`config.mk`:
```
export PLATFORM = sky130hd
export DESIGN_NAME = alu_issue_ctrl
export DESIGN_NICKNAME = d
export VERILOG_FILES = /design/src/rtl/alu_issue_ctrl.sv
export SDC_FILE = /design/constraint.sdc
export NUM_CORES = 1
export LEC_CHECK = 0
export ABC_AREA = 0
export CORE_UTILIZATION = 50
export DETAILED_ROUTE_END_ITERATION = 10
export MAX_ROUTING_LAYER = met4
export PLACE_DENSITY = 0.74
export SLEW_MARGIN = 10
export SYNTH_ARGS = -nofsm -noshare
export SYNTH_HDL_FRONTEND = slang
export SYNTH_SLANG_ARGS = --single-unit
```
`constraint.sdc`:
```
create_clock -name clk -period 4.18 [get_ports clk]
set_clock_uncertainty 0.15 [all_clocks]
set_input_delay 0.836 -clock clk [delete_from_list [all_inputs] [get_ports clk]]
set_output_delay 0.836 -clock clk [all_outputs]
set_load 0.005 [all_outputs]
```
`src/rtl/alu_issue_ctrl.sv`:
```
// Issue stage for the FP ALU: command FIFO, per-op latency hold, in-order valid/ready response.
// Optional divide-by-zero short-cut enabled by defining ALU_DIV_ZERO_CHK_EN.
module alu_issue_ctrl #(
    parameter int unsigned FIFO_DEPTH = 4,
    parameter int unsigned LAT_ADD    = 2,
    parameter int unsigned LAT_MUL    = 3,
    parameter int unsigned LAT_DIV    = 8,
    parameter int unsigned CNT_W      = 4
) (
    input  logic        clk,
    input  logic        rst,
    input  logic        cmd_valid,
    output logic        cmd_ready,
    input  logic [1:0]  cmd_op,
    input  logic [31:0] cmd_a,
    input  logic [31:0] cmd_b,
    output logic [31:0] alu_a,
    output logic [31:0] alu_b,
    output logic [1:0]  alu_op,
    input  logic [31:0] alu_c,
    output logic        rsp_valid,
    input  logic        rsp_ready,
    output logic [31:0] rsp_c,
    output logic [1:0]  rsp_op,
    output logic        rsp_err
);

    localparam int unsigned PTR_W  = (FIFO_DEPTH > 1) ? $clog2(FIFO_DEPTH) : 1;
    localparam int unsigned FCNT_W = PTR_W + 1;
    localparam logic [FCNT_W-1:0] FULL_CNT = FCNT_W'(FIFO_DEPTH);
    localparam logic [31:0] QNAN = 32'h7FC0_0000;
`ifdef ALU_DIV_ZERO_CHK_EN
    localparam logic DZ_EN = 1'b1;
`else
    localparam logic DZ_EN = 1'b0;
`endif

    typedef struct packed {
        logic [1:0]  op;
        logic [31:0] a;
        logic [31:0] b;
    } cmd_t;

    typedef enum logic [1:0] {S_IDLE, S_WAIT, S_DZ, S_RESP} state_t;

    cmd_t               fifo_q [FIFO_DEPTH];
    logic [PTR_W-1:0]   wr_ptr_q, rd_ptr_q;
    logic [FCNT_W-1:0]  count_q;
    state_t             state_q;
    logic [CNT_W-1:0]   cnt_q;
    logic [31:0]        alu_a_q, alu_b_q, rsp_c_q;
    logic [1:0]         alu_op_q, rsp_op_q;
    logic               rsp_valid_q, rsp_err_q;

    logic               push_c, pop_c, empty_c, dz_c;
    cmd_t               head_c;
    logic [CNT_W-1:0]   lat_c;

    assign cmd_ready = (count_q != FULL_CNT);
    assign empty_c   = (count_q == '0);
    assign push_c    = cmd_valid & cmd_ready;
    assign head_c    = fifo_q[rd_ptr_q];
    assign pop_c     = !empty_c &&
                       ((state_q == S_IDLE) || ((state_q == S_RESP) && rsp_ready));
    assign dz_c      = DZ_EN && (head_c.op == 2'b11) && (head_c.b[30:0] == 31'd0);

    // Counter preload: cycles remaining after the issue cycle.
    always_comb begin
        lat_c = CNT_W'(LAT_ADD - 1);
        case (head_c.op)
            2'b10:   lat_c = CNT_W'(LAT_MUL - 1);
            2'b11:   lat_c = CNT_W'(LAT_DIV - 1);
            default: lat_c = CNT_W'(LAT_ADD - 1);
        endcase
    end

    always_ff @(posedge clk) begin
        if (push_c) begin
            fifo_q[wr_ptr_q] <= {cmd_op, cmd_a, cmd_b};
        end
    end

    // A pop frees its slot only from the next cycle, since cmd_ready uses count_q.
    always_ff @(posedge clk) begin
        if (rst) begin
            wr_ptr_q <= '0;
            rd_ptr_q <= '0;
            count_q  <= '0;
        end else begin
            if (push_c) wr_ptr_q <= wr_ptr_q + PTR_W'(1);
            if (pop_c)  rd_ptr_q <= rd_ptr_q + PTR_W'(1);
            case ({push_c, pop_c})
                2'b10:   count_q <= count_q + FCNT_W'(1);
                2'b01:   count_q <= count_q - FCNT_W'(1);
                default: count_q <= count_q;
            endcase
        end
    end

    always_ff @(posedge clk) begin
        if (rst) begin
            state_q     <= S_IDLE;
            cnt_q       <= '0;
            alu_a_q     <= '0;
            alu_b_q     <= '0;
            alu_op_q    <= '0;
            rsp_c_q     <= '0;
            rsp_op_q    <= '0;
            rsp_err_q   <= 1'b0;
            rsp_valid_q <= 1'b0;
        end else begin
            case (state_q)
                S_WAIT: begin
                    if (cnt_q != '0) begin
                        cnt_q <= cnt_q - CNT_W'(1);
                    end else begin
                        rsp_c_q     <= alu_c;
                        rsp_op_q    <= alu_op_q;
                        rsp_err_q   <= 1'b0;
                        rsp_valid_q <= 1'b1;
                        state_q     <= S_RESP;
                    end
                end
                S_DZ: begin
                    rsp_c_q     <= QNAN;
                    rsp_op_q    <= alu_op_q;
                    rsp_err_q   <= DZ_EN;
                    rsp_valid_q <= 1'b1;
                    state_q     <= S_RESP;
                end
                S_RESP: begin
                    if (rsp_ready) begin
                        rsp_valid_q <= 1'b0;
                        state_q     <= S_IDLE;
                    end
                end
                default: begin
                end
            endcase
            // Issue overrides the transitions above (IDLE pop or back-to-back from RESP).
            if (pop_c) begin
                alu_a_q  <= head_c.a;
                alu_b_q  <= head_c.b;
                alu_op_q <= head_c.op;
                cnt_q    <= dz_c ? '0 : lat_c;
                state_q  <= dz_c ? S_DZ : S_WAIT;
            end
        end
    end

    assign alu_a     = alu_a_q;
    assign alu_b     = alu_b_q;
    assign alu_op    = alu_op_q;
    assign rsp_valid = rsp_valid_q;
    assign rsp_c     = rsp_c_q;
    assign rsp_op    = rsp_op_q;
    assign rsp_err   = rsp_err_q;

endmodule
```
==> metrics.log, run 1 <==
INFO  metric drc = 0
INFO  metric rows = 60
INFO  metric setup.reg_to_reg.worst_slack = approximately 1.6 ns
INFO  metric first_pass_iters = 5
INFO  metric die_boundary_height = 169 um
INFO  metric layout-drive-gt1-share = 13.6%
INFO  metric timing.critical_path.arrival = 1.84 ns
INFO  metric die-width = 169 um
INFO  metric total_leakage_power = about 0.0057 uW
INFO  metric synthesis.instances = 860
INFO  metric tritoncts.num_buffers = 39
INFO  metric post_synth_num_cell_types = 45
INFO  metric gpl.final_weighted_congestion = 0.754
INFO  metric antenna_violations_before_repair = 3
INFO  metric route.vias.total = approximately 7,800
INFO  metric starting_density_of_the_core = 51.4%
INFO  metric synth_top_area_share = 56.8%
INFO  metric sequential_cell_area_fraction_in_the_yosys_report = between 70 and 80%
INFO  metric io_pins = 205
INFO  metric groute.usage.overall = 20.3%
INFO  metric worst_max_slew_pin_slew = 1.02 ns
INFO  metric maxClockFrequency = 354 MHz
INFO  metric final_total_power = 11,500 uW
INFO  metric drt_first_iter_violations = 453
INFO  metric yosys_register_bits = 380
INFO  metric relSlewSlack = 32.3%
INFO  metric detailedPlace.worstSlack = 1.12 ns
INFO  metric final_antenna_net_count = 0
INFO  metric hold_buf_cts = 0
INFO  metric timing_worst_setup_path_type = reg2out
INFO  metric yosysWarnings = 0
INFO  metric cp_data_required_time = between 3 and 4 ns
INFO  metric postSynthNetCount = 973
INFO  metric pin_count_of_the_biggest_net_entering_global_routing = a little under 80
INFO  metric die_area = 0.0286 mm^2
INFO  metric synthesis.area = 0.0140 mm^2
INFO  metric root_buffer = clkbuf_16
INFO  metric clkTransAtPathRegs = 0.06 ns
INFO  metric area_delta_synth_final = 25.4%
INFO  metric synth_flop_cell = edfxtp_1
INFO  metric setup.worst_path.end_class = output port
INFO  metric cts_num_sinks = 380
INFO  metric layout.nets = 1,177
INFO  metric portBuffers = 203
INFO  metric cts.htree.levels = 2
INFO  metric synth-edff-count = 264
INFO  metric hpwlAfterDp = 16,000 um
INFO  metric yosysTopAreaCell = edfxtp_1
INFO  metric worst_hold_path_type = reg2reg
INFO  metric core_region_area = between 0.02 and 0.03 mm^2
INFO  metric worst_path_maximum_fanout = 6
INFO  metric nFillCells = 2,005
INFO  metric rsz0062_at_grt = no
INFO  metric start_kind = flop
INFO  metric via_count_of_the_first_global_routing_pass = 7,922
INFO  metric period_minus_slack = 2.83 ns
INFO  metric final.setup.tns = 0 ns
INFO  metric yosys-top-cells-count = 264 x edfxtp_1, 141 x nand2_1, 116 x dfxtp_1, 72 x a21oi_1, 66 x mux4_2
INFO  metric power_per_cell_area = 659 mW/mm^2
INFO  metric status = complete, no violations
INFO  metric post_cts.repair.setup_buffers = 0
INFO  metric async_flop_share = 0%
INFO  metric synth.top_cells.by_area = edfxtp_1 57%, dfxtp_1 17%, mux4_2 11%, nand2_1 3.8%, a21oi_1 2.6%
INFO  metric maxCapViolCount = 0
INFO  metric report.final.setup_viol = 0
INFO  metric sum_of_overflow_across_all_layers_after_global_routing = 0
INFO  metric finalHoldViolCount = 0
INFO  metric post-place-cells = 1,395
INFO  metric insertion_delay = between 0.5 and 0.6 ns
INFO  metric synth.most_common_cell = edfxtp_1
INFO  metric grt_first_pass_wirelength = around 43,000 um
INFO  metric routed_wire_length = 27,900 um
INFO  metric tritoncts_clock_tree = yes
INFO  metric layout.cells.non_filler = 1,470
INFO  metric worst_path_setup_slack_after_routing = 1.35 ns
INFO  metric routedWlPerCell = 19.0 um
INFO  metric irDropWorstVdd = 0.413 mV
INFO  metric slew_violations = 0
INFO  metric avg_cell_area_syn = 16.2 um^2
INFO  metric post_cts.resized_instances = 0
INFO  metric routed_via_density = 5.28
INFO  metric max-clock-path-buffers = 3
INFO  metric fin_crit_sh = between 60% and 70%
==> path summary, 6_finish.rpt <==
path | start | depth (start not counted) | to
max | count_q[0]$_SDFFE_PP0P_ | 2 | cmd_ready
min | alu_b[31]$_SDFFE_PP0P_ | 2 | alu_b[31]$_SDFFE_PP0P_
max reg2reg | count_q[0]$_SDFFE_PP0P_ | 9 | count_q[2]$_SDFFE_PP0P_
min reg2reg | alu_b[31]$_SDFFE_PP0P_ | 2 | alu_b[31]$_SDFFE_PP0P_
==> state kept, by name (all words and copies together), names as in the netlist, named ones only <==
signal and count:
count_q 3, rsp_valid 1, rsp_op 2, state_q 2, alu_b 32, cnt_q 4
fifo_q 264, rd_ptr_q 2, rsp_c 32, wr_ptr_q 2, alu_a 32, alu_op 2
==> cells in the final DEF, fill, tap and decap left out, types with 2 or more instances in the layout <==
cell             instances
o21ai_0                  3
dfxtp_4                  2
ha_1                    10
mux4_2                  66
nor3_1                  10
buf_4                    6
nand2b_1                 2
a22oi_1                 25
buf_12                   5
nor2_1                  51
or3b_1                   2
nand3_1                  2
dfxtp_1                114
clkinv_2                 4
clkinv_1                 2
nand2_1                141
clkbuf_8                 6
bufinv_16                2
edfxtp_1               264
xnor2_1                  4
diode_2                  3
xor2_1                   3
and2_1                   2
clkbuf_16               39
and3_4                   4
inv_6                    3
or3_1                    2
clkdlybuf4s50_1        202
a21oi_1                 72
clkbuf_1                16
inv_1                   12
==> routing by layer <==
metal	track usage [%]	routed length [um]	share of wire (%)	vias up
li1	-	-	-	3630
met1	24.2	11400	41	3857
met2	34.5	14000	50	233
met3	4.93	1870	6.7	42
met4	5.91	590	2.1	0
met5	-	0	0	-
==> cell families (layout without fill, tap and decap cells) <==
| logic type | Yosys count | after routing | share of synthesized area, % |
|---|---|---|---|
| simple gates | 223 | 223 | 6.73 |
| buf+inv | 63 | 298 | 2.95 |
| other cells | 1 | 4 | 0.0269 |
| mux | 68 | 68 | 10.9 |
| flops | 380 | 380 | 73.4 |
| xor+xnor | 7 | 7 | 0.439 |
| compound gates | 107 | 107 | 4.52 |
| fa+ha+maj | 11 | 11 | 1.04 |
==> power breakdown <==
group	switching [uW]	internal [uW]
registers	412	4780
logic	1490	1540
clock network	1350	1970
total	3250	8290
==> per-stage QoR <==
stage | cell area (um^2) | hold slack, ns | utilization (%)
after floorplan | 14000 | 0.298 | -
after global placement | 16300 | 0.287 | 59.9
after detailed placement | 16300 | 0.296 | 59.9
after CTS | 17500 | 0.304 | 64.4
after global routing | 17500 | 0.322 | 64.4
final | 17500 | 0.300 | 64.4
==> worst max-delay path: stages, from the launching register on <==
cell and delay, ns:
dfxtp_1 0.34, or3b_1 0.48, clkdlybuf4s50_1 0.51
==> area by class of cell <==
class / count / area, um^2 / area share (%)
inverter: 13 / 48.8 / 0.279
antenna: 3 / 7.51 / 0.0429
tap: 372 / 465 / 2.66
clock inverter: 11 / 114 / 0.650
timing repair buffer: 213 / 2170 / 12.4
clock buffer: 61 / 1120 / 6.39
sequential: 380 / 10300 / 58.6
multi-input combinational: 417 / 3330 / 19.0
Note: power is estimated with default switching activity, not from simulation.
==> run 2: changes to the inputs <==
- clock period: 4.18 -> 2.8 ns (I/O delays scaled with it)
==> metrics.log, run 2 (synthesis gave the netlist of run 1 again) <==
INFO  metric root_buffer = clkbuf_16
INFO  metric io_pins = 205
INFO  metric largest_register_ffs = 264
INFO  metric grt_first_pass_wirelength = 42,400 um
INFO  metric net_switching_share_of_the_total_power = between 20 and 30%
INFO  metric route.vias.total = 7,812
INFO  metric registers.top_by_ff_count = fifo_q
INFO  metric power_per_cell_area = 980 mW/mm^2
INFO  metric maxCapViolCount = 0
INFO  metric timing_worst_setup_path_type = reg2reg
INFO  metric die_area = 0.0286 mm^2
INFO  metric hold_buf_cts = 0
INFO  metric portBuffers = 203
INFO  metric antenna_violations_before_repair = 1
INFO  metric sum_of_overflow_across_all_layers_after_global_routing = 0
INFO  metric rows = 60
INFO  metric pin_count_of_the_biggest_net_entering_global_routing = 74
INFO  metric pwr-share-seq = 44.2%
INFO  metric power_frac_comb = 26.9%
INFO  metric status = complete, no violations
INFO  metric irDropWorstVdd = 0.699 mV
INFO  metric worst_max_slew_pin_slew = 0.970 ns
INFO  metric core_region_area = 0.0272 mm^2
INFO  metric tritoncts.num_buffers = 39
INFO  metric share_clk_of_total_power = 28.8%
INFO  metric report.final.setup_viol = 0
INFO  metric finalHoldViolCount = 0
INFO  metric internal_power = 12,400 uW
INFO  metric timing.critical_path.arrival = ~2.8 ns
INFO  metric cts_num_sinks = 380
INFO  metric post-place-cells = 1,401
INFO  metric clkTransAtPathRegs = 0.06 ns
INFO  metric tritoncts_clock_tree = yes
INFO  metric worst_hold_path_type = reg2reg
INFO  metric critPathLaunch = count_q[2]$_SDFFE_PP0P_
INFO  metric die_boundary_height = ~170 um
INFO  metric timing.hold.worst_path_depth = 2
INFO  metric rr_worst_depth = 9
INFO  metric final.setup.tns = 0 ns
INFO  metric whs_endpoint = alu_a[28]$_SDFFE_PP0P_
INFO  metric die-width = 169 um
INFO  metric drc = 0
INFO  metric rr_startpoint = count_q[2]$_SDFFE_PP0P_
INFO  metric mostFrequentLayoutCell = edfxtp_1
INFO  metric via_count_of_the_first_global_routing_pass = 7,929
INFO  metric groute.usage.overall = between 15 and 20%
INFO  metric insertion_delay = 0.52 ns
INFO  metric area_delta_synth_final = 26.1%
INFO  metric total_leakage_power = 0.00580 uW
INFO  metric routed_wire_length = 27,300 um
INFO  metric period_minus_slack = 2.55 ns
INFO  metric timing.hold.worst.start = alu_a[28]$_SDFFE_PP0P_
INFO  metric final_antenna_net_count = 0
INFO  metric fin_crit_sh = 91.2%
INFO  metric gpl.final_weighted_congestion = 0.758
INFO  metric routedWlPerCell = around 18 um
INFO  metric start_kind = flop
INFO  metric hpwlAfterDp = 15,600 um
INFO  metric slew_violations = 0
INFO  metric postLayoutCellArea = ~0.018 mm^2
INFO  metric post_cts.repair.setup_buffers = 0
INFO  metric starting_density_of_the_core = 51.4%
INFO  metric nFillCells = roughly 2,000
INFO  metric maxClockFrequency = a little under 400 MHz
INFO  metric netSwitchingPower = a little under 5000 uW
INFO  metric layout-drive-gt1-share = 14.2%
INFO  metric routed_via_density = 5.30
INFO  metric post_cts.resized_instances = 0
INFO  metric layout.cells.most_common_list = 264 x edfxtp_1, 202 x clkdlybuf4s50_1, 141 x nand2_1
INFO  metric worst_path_maximum_fanout = 6
INFO  metric max-clock-path-buffers = 3
INFO  metric relSlewSlack = 35.3%
INFO  metric rsz0062_at_grt = no
INFO  metric layout.nets = 1,183
INFO  metric setup.worst_path.end_class = flop
INFO  metric cp_data_required_time = 3.09 ns
INFO  metric critical_path.reg2reg.endpoint = count_q[2]$_SDFFE_PP0P_
INFO  metric drt_first_iter_violations = 402
INFO  metric cts.htree.levels = 2
INFO  metric setup.reg_to_reg.worst_slack = 0.25 ns
INFO  metric placedInstanceArea = 0.0164 mm^2
INFO  metric first_pass_iters = 5
INFO  metric layout.cells.non_filler = between 1,000 and 1,500
-- run 2: cell count changes in the layout (fill, tap and decap cells not counted), moves of 2 or more --
cell,delta
diode_2,-2
clkinv_1,+3
clkinv_2,+2
clkbuf_8,-5
clkbuf_1,-3
buf_12,+4
buf_4,+2
-- run 2: worst max-delay path, cell delays in order, from the launching register on --
cell	delay, ns
dfxtp_1	0.36
or3b_4	0.44
and2_1	0.22
inv_1	0.09
ha_1	0.18
inv_1	0.06
fa_1	0.38
xor2_1	0.17
or3_1	0.30
a21oi_1	0.14
-- run 2: area by class of cell --
class                   count  area [um^2]  area share [%]
multi-input cells         417         3330            18.9
clock inverters            18          176            1.00
clock buffers              54         1060            6.04
inverters                  13         48.8           0.277
well taps                 372          465            2.64
diodes                      1         2.50          0.0142
repair buffers            219         2260            12.8
flip-flops and latches    380        10300            58.3
-- run 2: how the worst max path moves through the flow --
stage / endpoint / slack [ns] / cells after the start
final: count_q[2]$_SDFFE_PP0P_ / 0.25 / 9
after detailed placement: count_q[2]$_SDFFE_PP0P_ / 0.06 / 10
after floorplan: fifo_q[0][0]$_DFFE_PP_ / 0.05 / 2
after global placement: count_q[2]$_SDFFE_PP0P_ / 0.09 / 10
after global routing: count_q[2]$_SDFFE_PP0P_ / 0.08 / 9
after CTS: count_q[2]$_SDFFE_PP0P_ / 0.18 / 9
-- run 2: per-layer routing --
layer | up-vias | share of wire [%] | global-route usage [%] | wire length, um
li1 | 3632 | - | - | -
met1 | 3895 | 41 | 23.9 | 11300
met2 | 239 | 50 | 33.9 | 13600
met3 | 46 | 6.5 | 4.23 | 1780
met4 | 0 | 2.1 | 6.11 | 578
met5 | - | 0 | - | 0
-- run 2: power groups by stage --
stage	Combinational (uW)	Sequential (uW)	Clock, uW
after floorplan	2850	7690	0
after global placement	4650	7720	0
after detailed placement	4710	7760	0
after CTS	4740	7650	5080
after global routing	5110	7740	5300
final	4650	7640	4980
-- run 2: metrics by stage --
step | total power [uW] | utilization (%) | setup WS (ns) | hold WS [ns]
6_report | 17300 | 64.8 | 0.246 | 0.303
5_1_grt | 18100 | 64.8 | 0.0765 | 0.319
4_1_cts | 17500 | 64.8 | 0.180 | 0.303
3_5_place_dp | 12500 | 60.2 | 0.0579 | 0.295
3_3_place_gp | 12400 | 60.2 | 0.0949 | 0.287
2_1_floorplan | 10500 | - | 0.0530 | 0.298
==> run 3: changes to the inputs <==
- ABC_AREA: 0 -> not set
- SETUP_SLACK_MARGIN: not set -> 0.4
==> metrics.log, run 3 (synthesis gave the netlist of run 1 again) <==
INFO  metric slew_violations = 0
INFO  metric cts_num_sinks = 380
INFO  metric groute.usage.overall = 21.1%
INFO  metric sum_of_overflow_across_all_layers_after_global_routing = 0
INFO  metric rr_worst_depth = 9
INFO  metric placedInstanceArea = 0.0165 mm^2
INFO  metric drt_first_iter_violations = 427
INFO  metric tritoncts_clock_tree = yes
INFO  metric routed-wl-met2 = 14,700 um
INFO  metric worst_hold_path_type = reg2reg
INFO  metric route.met3.wl = roughly 1600 um
INFO  metric clkTransAtPathRegs = 0.06 ns
INFO  metric mostFrequentLayoutCell = edfxtp_1
INFO  metric via_count_of_the_first_global_routing_pass = 8,260
INFO  metric power_per_cell_area = 976 mW/mm^2
INFO  metric final_antenna_net_count = 0
INFO  metric route.vias.total = 7,864
INFO  metric total_leakage_power = 0.00588 uW
INFO  metric portBuffers = 203
INFO  metric largest_register_ffs = roughly 260
INFO  metric drc = 0
INFO  metric io_pins = 205
INFO  metric area_delta_synth_final = 27.2%
INFO  metric timing_worst_setup_path_type = reg2reg
INFO  metric gpl.final_weighted_congestion = 0.715
INFO  metric die_boundary_height = 169 um
INFO  metric worst_max_slew_pin_slew = 0.900 ns
INFO  metric fin_crit_sh = 83.7%
INFO  metric crit_path_max_incr_delay = ~0.40 ns
INFO  metric setup.worst_path.end_class = flop
INFO  metric max-clock-path-buffers = 3
INFO  metric crit_path_top_delay_cell = or3b_4
INFO  metric registers.top_by_ff_count = fifo_q
INFO  metric layout.cells.most_common_list = 264 x edfxtp_1, 201 x clkdlybuf4s50_1, 141 x nand2_1
INFO  metric postLayoutCellArea = 0.0178 mm^2
INFO  metric utilization = 65.3%
INFO  metric worst_path_maximum_fanout = 4
INFO  metric hold_buf_cts = 0
INFO  metric maxCapViolCount = 0
INFO  metric setup.reg_to_reg.worst_slack = 0.46 ns
INFO  metric start_kind = flop
INFO  metric worst_path_setup_slack_after_routing = 0.455 ns
INFO  metric cp_data_required_time = ~3.1 ns
INFO  metric cts.htree.levels = 2
INFO  metric pin_count_of_the_biggest_net_entering_global_routing = 74
INFO  metric period_minus_slack = 2.34 ns
INFO  metric irDropWorstVdd = 0.652 mV
INFO  metric tritoncts.num_buffers = 38
INFO  metric timing.critical_path.arrival = roughly 2.6 ns
INFO  metric rows = 60
INFO  metric timing.critical_path.buf_inv = 2
INFO  metric starting_density_of_the_core = 51.4%
INFO  metric cp_num_cells = 9
INFO  metric layout-drive-gt1-share = 16.4%
INFO  metric relSlewSlack = about 40%
INFO  metric insertion_delay = 0.52 ns
INFO  metric hpwlAfterDp = around 17,000 um
INFO  metric first_pass_iters = 4
INFO  metric routed_via_density = 5.28
INFO  metric layout.nets = ~1,200
INFO  metric wl_met1 = 11,600 um
INFO  metric antenna_violations_before_repair = 1
INFO  metric timing.hold.worst_path_depth = 2
INFO  metric top_signal_layer_used = met4
INFO  metric cp_cell_sequence = or3b_4, and2_4, inv_4, ha_4, inv_2, fa_2, xor2_1, or3_1, a21oi_2
INFO  metric finalHoldViolCount = 0
INFO  metric detailedPlace.worstSlack = ~0.036 ns
INFO  metric timing.critical_path.max_delay_family = simple AND/OR/NAND/NOR gates
INFO  metric grt_first_pass_wirelength = around 45,000 um
INFO  metric final_total_power = about 17,000 uW
INFO  metric routedWlPerCell = 19.1 um
INFO  metric report.final.setup_viol = 0
INFO  metric maxClockFrequency = 426 MHz
INFO  metric die_area = 0.0286 mm^2
INFO  metric root_buffer = clkbuf_16
INFO  metric core_region_area = between 0.02 and 0.03 mm^2
INFO  metric status = complete, no violations
INFO  metric rsz0062_at_grt = yes
INFO  metric routed_wire_length = 28,500 um
INFO  metric final.setup.tns = 0 ns
INFO  metric die-width = 169 um
run 3: cell count changes in the layout (fill, tap and decap cells not counted), sizes merged:
cell	delta
buf	+18
bufinv	-1
clkbuf	+3
clkdlybuf4s50	-1
clkinv	-2
inv	-2
dlygate4sd2	+1
run 3: layout make-up:
type	count	area (um^2)
Clock inverter	13	128
Clock buffer	57	1080
Sequential cell	380	10300
Multi-Input combinational cell	417	3350
Fill cell	1974	9420
Antenna cell	1	2.50
Timing Repair Buffer	237	2410
Tap cell	372	465
Inverter	13	51.3
run 3: power breakdown:
group | internal (uW) | switching (uW) | total, uW
Combinational | 2440 | 2350 | 4780
Sequential | 7130 | 545 | 7680
Clock | 2870 | 2000 | 4870
Total | 12400 | 4890 | 17300
run 3: routing by layer:
metal | vias to the layer above | global-route usage [%]
met3 | 46 | 4.00
met2 | 219 | 36.5
met1 | 3931 | 25.4
met4 | 0 | 6.11
met5 | - | -
li1 | 3668 | -
run 3: worst paths after layout:
check                                              from                       to
worst min-delay path             rsp_op[1]$_SDFFE_PP0P_   rsp_op[1]$_SDFFE_PP0P_
worst max-delay path            count_q[2]$_SDFFE_PP0P_  count_q[2]$_SDFFE_PP0P_
worst max register to register  count_q[2]$_SDFFE_PP0P_  count_q[2]$_SDFFE_PP0P_
worst min register to register   rsp_op[1]$_SDFFE_PP0P_   rsp_op[1]$_SDFFE_PP0P_
run 3: timing repair:
item                                   4_1_cts  5_1_grt
setup endpoints to repair                    2       10
resized for setup                            3       12
buffers inserted                             1        2
endpoints found under the hold margin        0        0
pin swaps                                    0        7
run 3: worst reg2reg max path, stage by stage, from the launching register on:
cell     delay [ns]
dfxtp_2        0.35
or3b_4         0.40
and2_4         0.16
inv_4          0.05
ha_4           0.12
inv_2          0.04
fa_2           0.35
xor2_1         0.15
or3_1          0.38
a21oi_2        0.12
run 3: per-stage QoR:
step                      hold WS (ns)  std cells
after floorplan                  0.298        860
after global placement           0.287       1416
after detailed placement         0.295       1416
after CTS                        0.301       1487
after global routing             0.322       1490
final                            0.301       1490
